===== config.mk =====
export PLATFORM = sky130hd
export DESIGN_NAME = load_store_unit
export DESIGN_NICKNAME = d
export VERILOG_FILES = /design/src/rtl/lsu_pkg.sv /design/src/rtl/lsu_load_align.sv /design/src/rtl/load_store_unit.sv
export SDC_FILE = /design/constraint.sdc
export NUM_CORES = 1
export LEC_CHECK = 0
export ABC_AREA = 1
export BUFFER_PORTS_ARGS = -buffer_cell sky130_fd_sc_hd__buf_2
export CAP_MARGIN = 20
export CORE_ASPECT_RATIO = 1.2
export CORE_MARGIN = 4
export CORE_UTILIZATION = 44
export CTS_BUF_LIST = sky130_fd_sc_hd__clkbuf_8 sky130_fd_sc_hd__clkbuf_16
export CTS_CLUSTER_DIAMETER = 80
export CTS_CLUSTER_SIZE = 28
export DETAILED_ROUTE_END_ITERATION = 8
export PLACE_DENSITY = 0.78
export SYNTH_ARGS = -nofsm -noshare
export SYNTH_HDL_FRONTEND = slang
export SYNTH_SLANG_ARGS = --single-unit

===== constraint.sdc =====
create_clock -name clk -period 1.4 [get_ports clk]
set_clock_uncertainty 0.1 [all_clocks]
set_input_delay 0.14 -clock clk [delete_from_list [all_inputs] [get_ports clk]]
set_output_delay 0.14 -clock clk [all_outputs]
set_load 0.02 [all_outputs]

===== src/rtl/lsu_pkg.sv =====
// Shared types and helpers for the load/store unit: funct3 encodings, FSM state
// type, legality and misalignment checks, lane selection and store replication.
// Pure declarations; no logic of its own.
package lsu_pkg;

    localparam logic [2:0] F3_B  = 3'b000;
    localparam logic [2:0] F3_H  = 3'b001;
    localparam logic [2:0] F3_W  = 3'b010;
    localparam logic [2:0] F3_BU = 3'b100;
    localparam logic [2:0] F3_HU = 3'b101;

    typedef enum logic [1:0] {
        IDLE   = 2'd0,
        ACCESS = 2'd1,
        RESP   = 2'd2
    } lsu_state_t;

    // Unsigned widths exist only for loads; a "store unsigned" is illegal.
    function automatic logic f3_legal(input logic [2:0] f3, input logic write);
        case (f3)
            F3_B, F3_H, F3_W: f3_legal = 1'b1;
            F3_BU, F3_HU:     f3_legal = ~write;
            default:          f3_legal = 1'b0;
        endcase
    endfunction

    function automatic logic misaligned(input logic [2:0] f3, input logic [1:0] lo);
        case (f3)
            F3_H, F3_HU: misaligned = lo[0];
            F3_W:        misaligned = |lo;
            default:     misaligned = 1'b0;
        endcase
    endfunction

    // Byte offset actually used for lane choice: address bits below the
    // access size are dropped, so a misaligned access snaps to its natural lane.
    function automatic logic [1:0] lane_off(input logic [2:0] f3, input logic [1:0] lo);
        case (f3)
            F3_B, F3_BU: lane_off = lo;
            F3_H, F3_HU: lane_off = {lo[1], 1'b0};
            default:     lane_off = 2'b00;
        endcase
    endfunction

    function automatic logic [3:0] lane_be(input logic [2:0] f3, input logic [1:0] off);
        case (f3)
            F3_B, F3_BU: lane_be = 4'b0001 << off;
            F3_H, F3_HU: lane_be = off[1] ? 4'b1100 : 4'b0011;
            default:     lane_be = 4'b1111;
        endcase
    endfunction

    function automatic logic [31:0] store_rep(input logic [2:0] f3, input logic [31:0] d);
        case (f3)
            F3_B:    store_rep = {4{d[7:0]}};
            F3_H:    store_rep = {2{d[15:0]}};
            default: store_rep = d;
        endcase
    endfunction

endpackage


===== src/rtl/lsu_load_align.sv =====
// Load formatter: shifts the raw memory word down to the addressed lane and
// sign- or zero-extends it according to funct3. Purely combinational.
// Ports: mem_rdata (raw word), addr_lo (lane offset), f3 (width/sign), rdata (result).
module lsu_load_align
    import lsu_pkg::*;
(
    input  logic [31:0] mem_rdata,
    input  logic [1:0]  addr_lo,
    input  logic [2:0]  f3,
    output logic [31:0] rdata
);

    logic [31:0] shifted;

    always_comb begin
        shifted = mem_rdata >> {addr_lo, 3'b000};
        case (f3)
            F3_B:    rdata = {{24{shifted[7]}}, shifted[7:0]};
            F3_H:    rdata = {{16{shifted[15]}}, shifted[15:0]};
            F3_BU:   rdata = {24'b0, shifted[7:0]};
            F3_HU:   rdata = {16'b0, shifted[15:0]};
            default: rdata = shifted;
        endcase
    end

endmodule


===== src/rtl/load_store_unit.sv =====
// Load/store unit: one RV32I load/store per transaction onto a word memory port.
// Latency: accept edge N -> mem_req in N+1 -> zero-wait ack gives rsp_valid in N+2;
// next accept at N+3. Backpressure: req_ready only in IDLE, core stalls on busy.
// Optional LSU_MISALIGN_TRAP_EN: misaligned requests error out without touching memory.
// Ports: req_* (core request, valid/ready), rsp_* (one-cycle response pulse),
// busy, mem_* (word-addressed memory port, held until mem_ack or timeout).
module load_store_unit
    import lsu_pkg::*;
#(
    parameter int TIMEOUT_CYCLES = 16
) (
    input  logic        clk,
    input  logic        rst_n,
    input  logic        req_valid,
    output logic        req_ready,
    input  logic        req_write,
    input  logic [2:0]  req_f3,
    input  logic [31:0] req_addr,
    input  logic [31:0] req_wdata,
    output logic        rsp_valid,
    output logic [31:0] rsp_rdata,
    output logic        rsp_error,
    output logic        busy,
    output logic        mem_req,
    output logic        mem_we,
    output logic [31:0] mem_addr,
    output logic [31:0] mem_wdata,
    output logic [3:0]  mem_byte_en,
    input  logic        mem_ack,
    input  logic [31:0] mem_rdata
);

    localparam logic [7:0] TO_LAST = 8'(TIMEOUT_CYCLES - 1);

    lsu_state_t  state_q, state_d;
    logic [7:0]  cnt_q, cnt_d;
    logic [1:0]  addr_lo_q, addr_lo_d;
    logic [2:0]  f3_q, f3_d;
    logic        rsp_valid_q, rsp_valid_d;
    logic        rsp_error_q, rsp_error_d;
    logic [31:0] rsp_rdata_q, rsp_rdata_d;
    logic        busy_q, busy_d;
    logic        mem_req_q, mem_req_d;
    logic        mem_we_q, mem_we_d;
    logic [31:0] mem_addr_q, mem_addr_d;
    logic [31:0] mem_wdata_q, mem_wdata_d;
    logic [3:0]  mem_byte_en_q, mem_byte_en_d;

    logic [31:0] load_word;
    logic        trap;

`ifdef LSU_MISALIGN_TRAP_EN
    assign trap = misaligned(req_f3, req_addr[1:0]);
`else
    assign trap = 1'b0;
`endif

    lsu_load_align u_align (
        .mem_rdata (mem_rdata),
        .addr_lo   (addr_lo_q),
        .f3        (f3_q),
        .rdata     (load_word)
    );

    always_comb begin
        state_d       = state_q;
        cnt_d         = cnt_q;
        addr_lo_d     = addr_lo_q;
        f3_d          = f3_q;
        busy_d        = busy_q;
        mem_req_d     = mem_req_q;
        mem_we_d      = mem_we_q;
        mem_addr_d    = mem_addr_q;
        mem_wdata_d   = mem_wdata_q;
        mem_byte_en_d = mem_byte_en_q;
        // Response fields are only ever non-zero for the single RESP cycle.
        rsp_valid_d   = 1'b0;
        rsp_error_d   = 1'b0;
        rsp_rdata_d   = 32'd0;

        case (state_q)
            IDLE: begin
                if (req_valid) begin
                    busy_d    = 1'b1;
                    f3_d      = req_f3;
                    addr_lo_d = lane_off(req_f3, req_addr[1:0]);
                    if (!f3_legal(req_f3, req_write) || trap) begin
                        state_d     = RESP;
                        rsp_valid_d = 1'b1;
                        rsp_error_d = 1'b1;
                    end else begin
                        state_d       = ACCESS;
                        cnt_d         = 8'd0;
                        mem_req_d     = 1'b1;
                        mem_we_d      = req_write;
                        mem_addr_d    = {req_addr[31:2], 2'b00};
                        mem_byte_en_d = lane_be(req_f3, lane_off(req_f3, req_addr[1:0]));
                        mem_wdata_d   = store_rep(req_f3, req_wdata);
                    end
                end
            end
            ACCESS: begin
                // Ack wins over the timeout when both land in the same cycle.
                if (mem_ack) begin
                    state_d       = RESP;
                    mem_req_d     = 1'b0;
                    mem_we_d      = 1'b0;
                    mem_byte_en_d = 4'b0000;
                    rsp_valid_d   = 1'b1;
                    rsp_rdata_d   = mem_we_q ? 32'd0 : load_word;
                end else if (cnt_q == TO_LAST) begin
                    state_d       = RESP;
                    mem_req_d     = 1'b0;
                    mem_we_d      = 1'b0;
                    mem_byte_en_d = 4'b0000;
                    rsp_valid_d   = 1'b1;
                    rsp_error_d   = 1'b1;
                end else begin
                    cnt_d = cnt_q + 8'd1;
                end
            end
            RESP: begin
                state_d = IDLE;
                busy_d  = 1'b0;
                cnt_d   = 8'd0;
            end
            default: state_d = IDLE;
        endcase
    end

    always_ff @(posedge clk) begin
        if (!rst_n) begin
            state_q       <= IDLE;
            cnt_q         <= 8'd0;
            addr_lo_q     <= 2'b00;
            f3_q          <= 3'b000;
            rsp_valid_q   <= 1'b0;
            rsp_error_q   <= 1'b0;
            rsp_rdata_q   <= 32'd0;
            busy_q        <= 1'b0;
            mem_req_q     <= 1'b0;
            mem_we_q      <= 1'b0;
            mem_addr_q    <= 32'd0;
            mem_wdata_q   <= 32'd0;
            mem_byte_en_q <= 4'b0000;
        end else begin
            state_q       <= state_d;
            cnt_q         <= cnt_d;
            addr_lo_q     <= addr_lo_d;
            f3_q          <= f3_d;
            rsp_valid_q   <= rsp_valid_d;
            rsp_error_q   <= rsp_error_d;
            rsp_rdata_q   <= rsp_rdata_d;
            busy_q        <= busy_d;
            mem_req_q     <= mem_req_d;
            mem_we_q      <= mem_we_d;
            mem_addr_q    <= mem_addr_d;
            mem_wdata_q   <= mem_wdata_d;
            mem_byte_en_q <= mem_byte_en_d;
        end
    end

    assign req_ready   = (state_q == IDLE);
    assign rsp_valid   = rsp_valid_q;
    assign rsp_error   = rsp_error_q;
    assign rsp_rdata   = rsp_rdata_q;
    assign busy        = busy_q;
    assign mem_req     = mem_req_q;
    assign mem_we      = mem_we_q;
    assign mem_addr    = mem_addr_q;
    assign mem_wdata   = mem_wdata_q;
    assign mem_byte_en = mem_byte_en_q;

endmodule

; ---- Word-level counts from Yosys, hierarchy flattened
; Index checks and enable logic that the tools add are counted.
[op_classes]
addsub = 1
eq_ne = 15
n_shift = 2
mux = 43
bitwise_logic = 4
n_reduce_logical = 17
[op_table]
columns = op, n
row1 = 32-bit one-hot mux with 4 select lines, 1
row2 = 32-bit one-hot mux with 2 select lines, 1
row3 = 8-bit 2-to-1 mux, 4
row4 = 32-bit by 5-bit right shift with 32-bit output, 1
row5 = 8-bit one-hot mux with 3 select lines, 1
row6 = 4-bit 2-to-1 mux, 5
row7 = 4-bit one-hot mux with 2 select lines, 2
row8 = 1-bit 2-to-1 mux, 14
row9 = 2-bit 2-to-1 mux, 7
row10 = "3-bit == test, second input constant", 4
row11 = 1-bit one-hot mux with 2 select lines, 6
row12 = "8-bit by 1-bit adder with 8-bit output, second input constant", 1
row13 = "8-bit by 4-bit == test with 1-bit output, second input constant", 1
row14 = 2-bit one-hot mux with 2 select lines, 2
row15 = "3-bit by 1-bit == test with 1-bit output, second input constant", 2
row16 = 3-bit logical NOT, 2
row17 = "2-bit != test, second input constant", 3
row18 = 2-bit AND reduction, 3
row19 = 2-bit OR reduction, 3
row20 = 5-bit AND reduction, 1
row21 = 1-bit NOT, 4
row22 = 4-bit AND reduction, 1
row23 = 2-bit nonzero test, 2
row24 = 4-bit OR reduction, 1
row25 = other kinds (10), 10
[word_totals]
ff_bits = 118
in_bits = 104
word_cells = 95

; ---- Depth between registers and ports, before layout
; Gate-level depths: netlist (run 1).
[logic_depth]
ltp_word = 13
depth_mapped = 10
depth_no_buf = 9

; ---- By module
; From an unflattened synthesis (run 1), not the netlist that was laid out.
[unflattened]
hier_cells = 751
hier_area_um2 = 5555.3
[modules_own_cells]
columns = module, n_inst, cells_each, area_per_inst_um2
row1 = load_store_unit, 1, 593, 4634.4
row2 = lsu_load_align, 1, 158, 920.9

; ---- Worst setup path after synthesis (run 1)
; Ideal clock, no wire load.
[synth_timing]
path_type = reg-to-reg
start = reg cnt_q[0]
end = reg mem_req_q, in the netlist mem_req
arrival_ps = 1215
path_slack_ps = -46
path_stages_with_launch = 7
n_path_buf = 0
path_cell_list = dfxtp_1 ha_1 nand3_1 o21ai_1 nand3_2 nand2_1 a21oi_2
[synth_via]
elab_chain_len = 3
[synth_rtl]
columns = item, line_no
row1 = from (decl), load_store_unit.sv:36  ; logic [7:0] cnt_q, cnt_d;
row2 = from (signal assigned), load_store_unit.sv:148  ; cnt_q <= cnt_d;
row3 = 8-bit by 4-bit == test with 1-bit output, load_store_unit.sv:111  ; end else if (cnt_q == TO_LAST) begin
row4 = 3-bit != test (no line), --
row5 = 4-bit AND reduction (no line), --
row6 = to (signal assigned), load_store_unit.sv:155  ; mem_req_q <= mem_req_d;
row7 = to (decl), load_store_unit.sv:43  ; logic mem_req_q, mem_req_d;
; Every way passes these cells.
; A chain may end at the register's enable or synchronous reset.

; ---- Worst setup path after layout (run 1)
[layout_timing]
start = reg state_q[1]
end = reg mem_addr_q[7], in the netlist mem_addr[7]
[layout_via]
elab_chain_len = 2
[layout_rtl]
columns = item, line_no
row1 = from (decl), load_store_unit.sv:35  ; lsu_state_t state_q, state_d;
row2 = from (signal assigned), load_store_unit.sv:147  ; state_q <= state_d;
row3 = 2-bit logical NOT, load_store_unit.sv:81  ; case (state_q)
row4 = 3-bit AND reduction (no line), --
row5 = to (signal assigned), load_store_unit.sv:157  ; mem_addr_q <= mem_addr_d;
row6 = to (decl), load_store_unit.sv:45  ; logic [31:0] mem_addr_q, mem_addr_d;
; Every way passes these cells.

==> results of run 1 <==
==> power by group <==
group | switching (mW) | internal [mW]
registers | 0.126 | 3.57
logic | 1.28 | 0.954
clock network | 1.65 | 3.04
==> cells by family after synthesis <==
family                   count (synthesis)
buffers and inverters                   96
AO/OA/AOI/OAI                          169
flip-flops                             118
other                                    1
AND/OR/NAND/NOR                        340
adder cells (fa/ha/maj)                  1
==> worst register-to-register path, delay by kind of cell, from the launching register on <==
family                 cells  cell delay, ns
AND/OR/NAND/NOR            5            0.63
flip-flops                 1            0.34
buffers and inverters      2            0.28
==> state kept, by name, indices dropped and copies added (netlist names) <==
| signal | flops |
|---|---|
| f3_q | 3 |
| mem_addr | 30 |
| state_q | 2 |
| cnt_q | 8 |
| mem_wdata | 32 |
| mem_we | 1 |
| rsp_rdata | 32 |
| busy | 1 |
| rsp_valid | 1 |
| mem_req | 1 |
| rsp_error | 1 |
| mem_byte_en | 4 |
| addr_lo_q | 2 |
==> worst min path at each step <==
stage                         end  cells after the start           from  slack, ns
floorplan            mem_addr[12]                      2   req_addr[12]       0.17
global placement     mem_addr[30]                      3   req_addr[30]       0.26
detailed placement   mem_addr[27]                      3   req_addr[27]       0.27
CTS                 mem_wdata[21]                      5  req_wdata[21]    0.00004
global route         addr_lo_q[1]                      3    req_addr[1]       0.03
finish               addr_lo_q[1]                      3    req_addr[1]      0.004
==> cell usage after synthesis <==
cell	instances
nand3_2	1
nand4_1	2
nand3_4	1
a31oi_1	7
buf_2	11
nand2_2	4
ha_1	1
nor2_8	1
nand3b_1	2
o21ai_0	81
nor3_1	2
dfxtp_1	118
buf_4	9
inv_4	1
nor3b_1	1
a21oi_2	1
or2_2	1
a21oi_1	67
a21boi_0	1
clkinv_1	1
buf_6	11
nor2_4	1
nand3_1	65
o21a_1	1
clkbuf_1	12
conb_1	1
o211a_1	2
buf_1	3
inv_1	45
nand2_1	159
o21bai_1	2
inv_2	3
nor2_1	100
o21ai_1	7
==> area by class of cell <==
type / instances / area [um^2] / area share
Clock inverter: 14 / 199 / 0.0234
Tap cell: 157 / 196 / 0.0231
Multi-Input combinational cell: 512 / 2560 / 0.302
Inverter: 50 / 200 / 0.0236
Timing Repair Buffer: 348 / 2510 / 0.296
Clock buffer: 18 / 439 / 0.0517
Sequential cell: 118 / 2380 / 0.280
==> per-stage QoR <==
step                cells  hold WS [ns]  area (um^2)
floorplan             726         0.175         5210
global placement     1093         0.261         6590
detailed placement   1093         0.270         6590
CTS                  1208     0.0000407         8160
global route         1217        0.0256         8490
finish               1217       0.00375         8490
==> layer usage <==
layer	track usage	share of wire	vias to the layer above
met5	0	0	-
met4	0.134	0.042	0
li1	-	-	3008
met1	0.300	0.37	2927
met3	0.0677	0.092	84
met2	0.473	0.50	418
==> repair_timing <==
item | 4_1_cts | 5_1_grt
hold buffers | 79 | 0
hold endpoints to repair | 71 | 0
gates resized for setup | 27 | 69
endpoints found under the setup margin | 55 | 110
cloned | 1 | 5
setup buffers | 3 | 4
pin swaps | 6 | 27
==> results_dict.tcl, run 1 <==
set metrics [dict create \
    crit_path_start "state_q[1]" \
    worstSkewPairLatency_ns 0.40 \
    io_buffers 207 \
    synthAdderAreaFrac 0.00241 \
    startpoint_type "register" \
    crit_end "mem_addr[7]" \
    synth-compound-area-share 0.169 \
    setup_ws_ns -0.0641 \
    crit_path_frequent_cell "nor2_1" \
    cts_tree "yes" \
    post-place-ws_ns -0.0908 \
    crit_chain "nor2_4 -> nand2_4 -> nor2_8 -> inv_4 -> clkbuf_16 -> nor2_1 -> nor2_1" \
    ir_drop_mv 0.875 \
    gp_congestion 0.851 \
    synth_xor_area_frac 0 \
    r2r_cells 7 \
    critPathTopFamily "simple AND/OR/NAND/NOR gates" \
    finalHoldViolCount 0 \
    fillers 799 \
    crit_buf_inv 2 \
    fp-row-count 43 \
    fp.coreArea_um2 11600 \
    end_kind "register" \
    wl_um 19700 \
    crit_required_ns 1.59 \
    synth_top_family_by_area "simple AND/OR/NAND/NOR gates" \
    syn_to_final_growth_pct 63.8 \
    postSynthAreaPerCell_um2 7.15 \
    syn_area_um2 5180 \
    status "finished with violations" \
    place_hpwl_um 11100 \
    synth_top_area_frac 0.456 \
    period_share 1.05 \
    initial_core_util 0.448 \
    layout_common_cells "206 x buf_2, 153 x nand2_1, 110 x dfxtp_1, 87 x nor2_1, 79 x dlygate4sd3_1" \
    grt_max_degree 57 \
    grt_usage 0.270 \
    die_h_um 127 \
    r2r_end "mem_addr[7]" \
    ctsRootBufferMaster "clkbuf_16" \
    dieArea_um2 13600 \
    synth-seq-area-share 0.456 \
    wire_per_inst_um 16.2 \
    final_nets 1152 \
    slowest_delay_ns 0.34 \
    drv_slew 0 \
    grt_overflow 0 \
    r2r-start "state_q[1]" \
    violations "negative setup slack" \
    ys_ff_latch 118 \
    critical_path_class "reg -> reg" \
    die-width_um 107 \
    antenna_found_initial 0 \
    synthTopCellsByArea "dfxtp_1 46%, nand2_1 12%, o21ai_0 7.8%" \
    drc_errors 0 \
    numCtsBuffers 17 \
    yosysTopAreaCell "dfxtp_1" \
    via_per_inst 5.29 \
    final_core_util 0.734 \
    cts_htree_levels 4 \
    synth_simple_gate_area_share 0.276 \
    power.leakage_nw 4.33 \
    num_io_pins 210 \
    synthDistinctLibCells 34 \
    firstDrtPassIters 5 \
    synthCells 725 \
    antenna_left 0 \
    cp_num_cells 7 \
    reg2reg_slack_ns -0.06 \
    ys_warn_count 0 \
    rsz0062_at_grt "true" \
    clk_path_buf_depth 2 \
    yosys-mux-area-fraction 0 \
    first_iter_violations 448 \
    drive_above_1_share 0.356 \
    cp.arrival_ns 1.66 \
    hold_class "in -> reg" \
    cp_max_fo 14 \
    clkTransAtPathRegs_ns 0.06 \
    clock.fmax_mhz 683 \
    diodes 0 \
    maxCapViolations 0 \
    vias 6437 \
    power_density_nw_per_um2 1250 \
    grt_pass1_wl_um 29600 \
    setup_violations 64 \
    period_needed_ns 1.46 \
    grt_pass1_vias 6126 \
    cts_sinks 118 \
    finalSetupTns_ns -1.53 \
    total_power_mw 10.6 \
    final_common_cell "buf_2" \
    cp_slowest_cell "dfxtp_2" \
]
Note: power is estimated with default switching activity, not from simulation.
==> inputs of run 2 (changes only) <==
- REMOVE_ABC_BUFFERS: default -> 1
==> run 2 against run 1 <==
Against the previous run:
- the flow still finishes with violations (negative setup slack)
- critical path depth unchanged
- flip-flop and latch count is the same
- clock power fell by 10%
==> results_dict.tcl, run 2 (same netlist as run 1, synthesis figures left out) <==
set metrics [dict create \
    final_nets 1159 \
    antenna_found_initial 2 \
    reg2reg_slack_ns -0.20 \
    cp_num_cells 7 \
    cp_max_fo 7 \
    whs_path_depth 3 \
    grt_overflow 0 \
    antenna_left 0 \
    drc_errors 0 \
    rsz0062_at_grt "true" \
    crit_buf_inv 2 \
    r2r-start "state_q[0]" \
    vias 6510 \
    clock.fmax_mhz 626 \
    gp_congestion 0.857 \
    dieArea_um2 13600 \
    grt_max_degree 60 \
    worstSkewPairLatency_ns 0.41 \
    period_share 1.14 \
    total_power_mw 10.2 \
    io_buffers 207 \
    fillers 791 \
    final_common_cell "buf_2" \
    drive_above_1_share 0.365 \
    numCtsBuffers 17 \
    die_h_um 127 \
    cp.arrival_ns 1.82 \
    min_delay_worst_endpoint "addr_lo_q[0]" \
    clkTransAtPathRegs_ns 0.07 \
    syn_to_final_growth_pct 64.4 \
    end_kind "register" \
    period_needed_ns 1.60 \
    startpoint_type "register" \
    crit_chain "nor2_4 -> nand2_4 -> nor2_8 -> buf_6 -> buf_12 -> o21ai_1 -> nor2_1" \
    hold_slack_ns 0.00900 \
    die-width_um 107 \
    r2r_cells 7 \
    critical_path_class "reg -> reg" \
    ir_drop_mv 1.10 \
    first_iter_violations 409 \
    grt_pass1_vias 6023 \
    hold_class "in -> reg" \
    place_hpwl_um 11300 \
    drv_slew 0 \
    via_per_inst 5.31 \
    finalHoldViolCount 0 \
    status "finished with violations" \
    grt_usage 0.267 \
    wl_um 20800 \
    ctsRootBufferMaster "clkbuf_16" \
    cts_htree_levels 4 \
    power.leakage_nw 4.30 \
    slowest_delay_ns 0.36 \
    grt_pass1_wl_um 29000 \
    fp.coreArea_um2 11600 \
    clk_path_buf_depth 2 \
    layout_common_cells "207 x buf_2, 152 x nand2_1, 112 x dfxtp_1, 82 x dlygate4sd3_1, 79 x nor2_1" \
    num_io_pins 210 \
    crit_required_ns 1.62 \
    violations "negative setup slack" \
    setup_ws_ns -0.197 \
    r2r_end "mem_addr[2]" \
    fp-row-count 43 \
    cts_sinks 118 \
    power_density_nw_per_um2 1200 \
    firstDrtPassIters 5 \
    hold_start "req_addr[0]" \
    wire_per_inst_um 17.0 \
    critPathTopFamily "simple AND/OR/NAND/NOR gates" \
    maxCapViolations 0 \
    initial_core_util 0.448 \
    setup_violations 65 \
    cp_slowest_cell "dfxtp_4" \
    cts_tree "yes" \
]
## run 2: cell types whose count changed in the layout (fill, tap and decap cells not counted), sizes merged
| cell | before | now |
|---|---|---|
| clkinv | 5 | 7 |
| clkbuf | 22 | 24 |
| diode | 0 | 2 |
| dlygate4sd3 | 79 | 82 |
| buf | 265 | 266 |
| bufinv | 4 | 1 |
| nand2 | 163 | 165 |
## run 2: timing repair
item	4_1_cts	5_1_grt
endpoints found under the setup margin	92	110
pin swaps	7	32
buffers inserted	2	8
gates cloned	1	10
endpoints found under the hold margin	75	0
resized for setup	23	107
hold buffers	82	0
## run 2: layer usage
layer	global-route usage	wire, um
met2	0.442	10100
met5	0	19
met1	0.305	7500
met3	0.0931	2150
met4	0.129	1100
## run 2: through the flow
step                 util  cell area, um^2  instances  TNS, ns  setup slack (ns)
finish              0.737             8520       1226    -2.44            -0.197
detailed placement  0.565             6530       1091    -2.06           -0.0660
CTS                 0.696             8050       1208   -0.141           -0.0247
floorplan               -             4880        680   -60.81            -0.988
global placement    0.565             6530       1091   -0.205           -0.0308
global route        0.736             8520       1224    -7.71            -0.184
## run 2: layout make-up
class,instances,area [um^2],area share
sequential,118,2380,0.279
tap,157,196,0.0231
timing repair buffer,353,2560,0.300
multi-input combinational,514,2610,0.306
clock buffer,19,453,0.0532
antenna,2,5.00,0.000587
clock inverter,13,123,0.0144
inverter,50,200,0.0235
## run 2: tightest hold or removal path, delay by kind of cell
| kind | cells | cell delay [ns] |
|---|---|---|
| AND/OR/NAND/NOR | 1 | 0.15 |
| buffers and inverters | 1 | 0.11 |
| AO/OA/AOI/OAI | 1 | 0.08 |
## run 2: worst max-delay path by stage
stage | end | from
after floorplan | rsp_rdata[15] | addr_lo_q[0]
after global placement | rsp_rdata[31] | addr_lo_q[0]
after detailed placement | mem_wdata[17] | state_q[0]
after CTS | mem_wdata[1] | state_q[1]
after global routing | mem_wdata[0] | state_q[0]
final | mem_addr[2] | state_q[0]
## run 2: where the power goes
group	internal [mW]	leakage [nW]	total, mW	switching, mW
Sequential	3.57	0.968	3.70	0.134
Combinational	0.954	3.06	2.27	1.31
Clock	2.55	0.272	4.22	1.67
Total	7.07	4.30	10.2	3.11
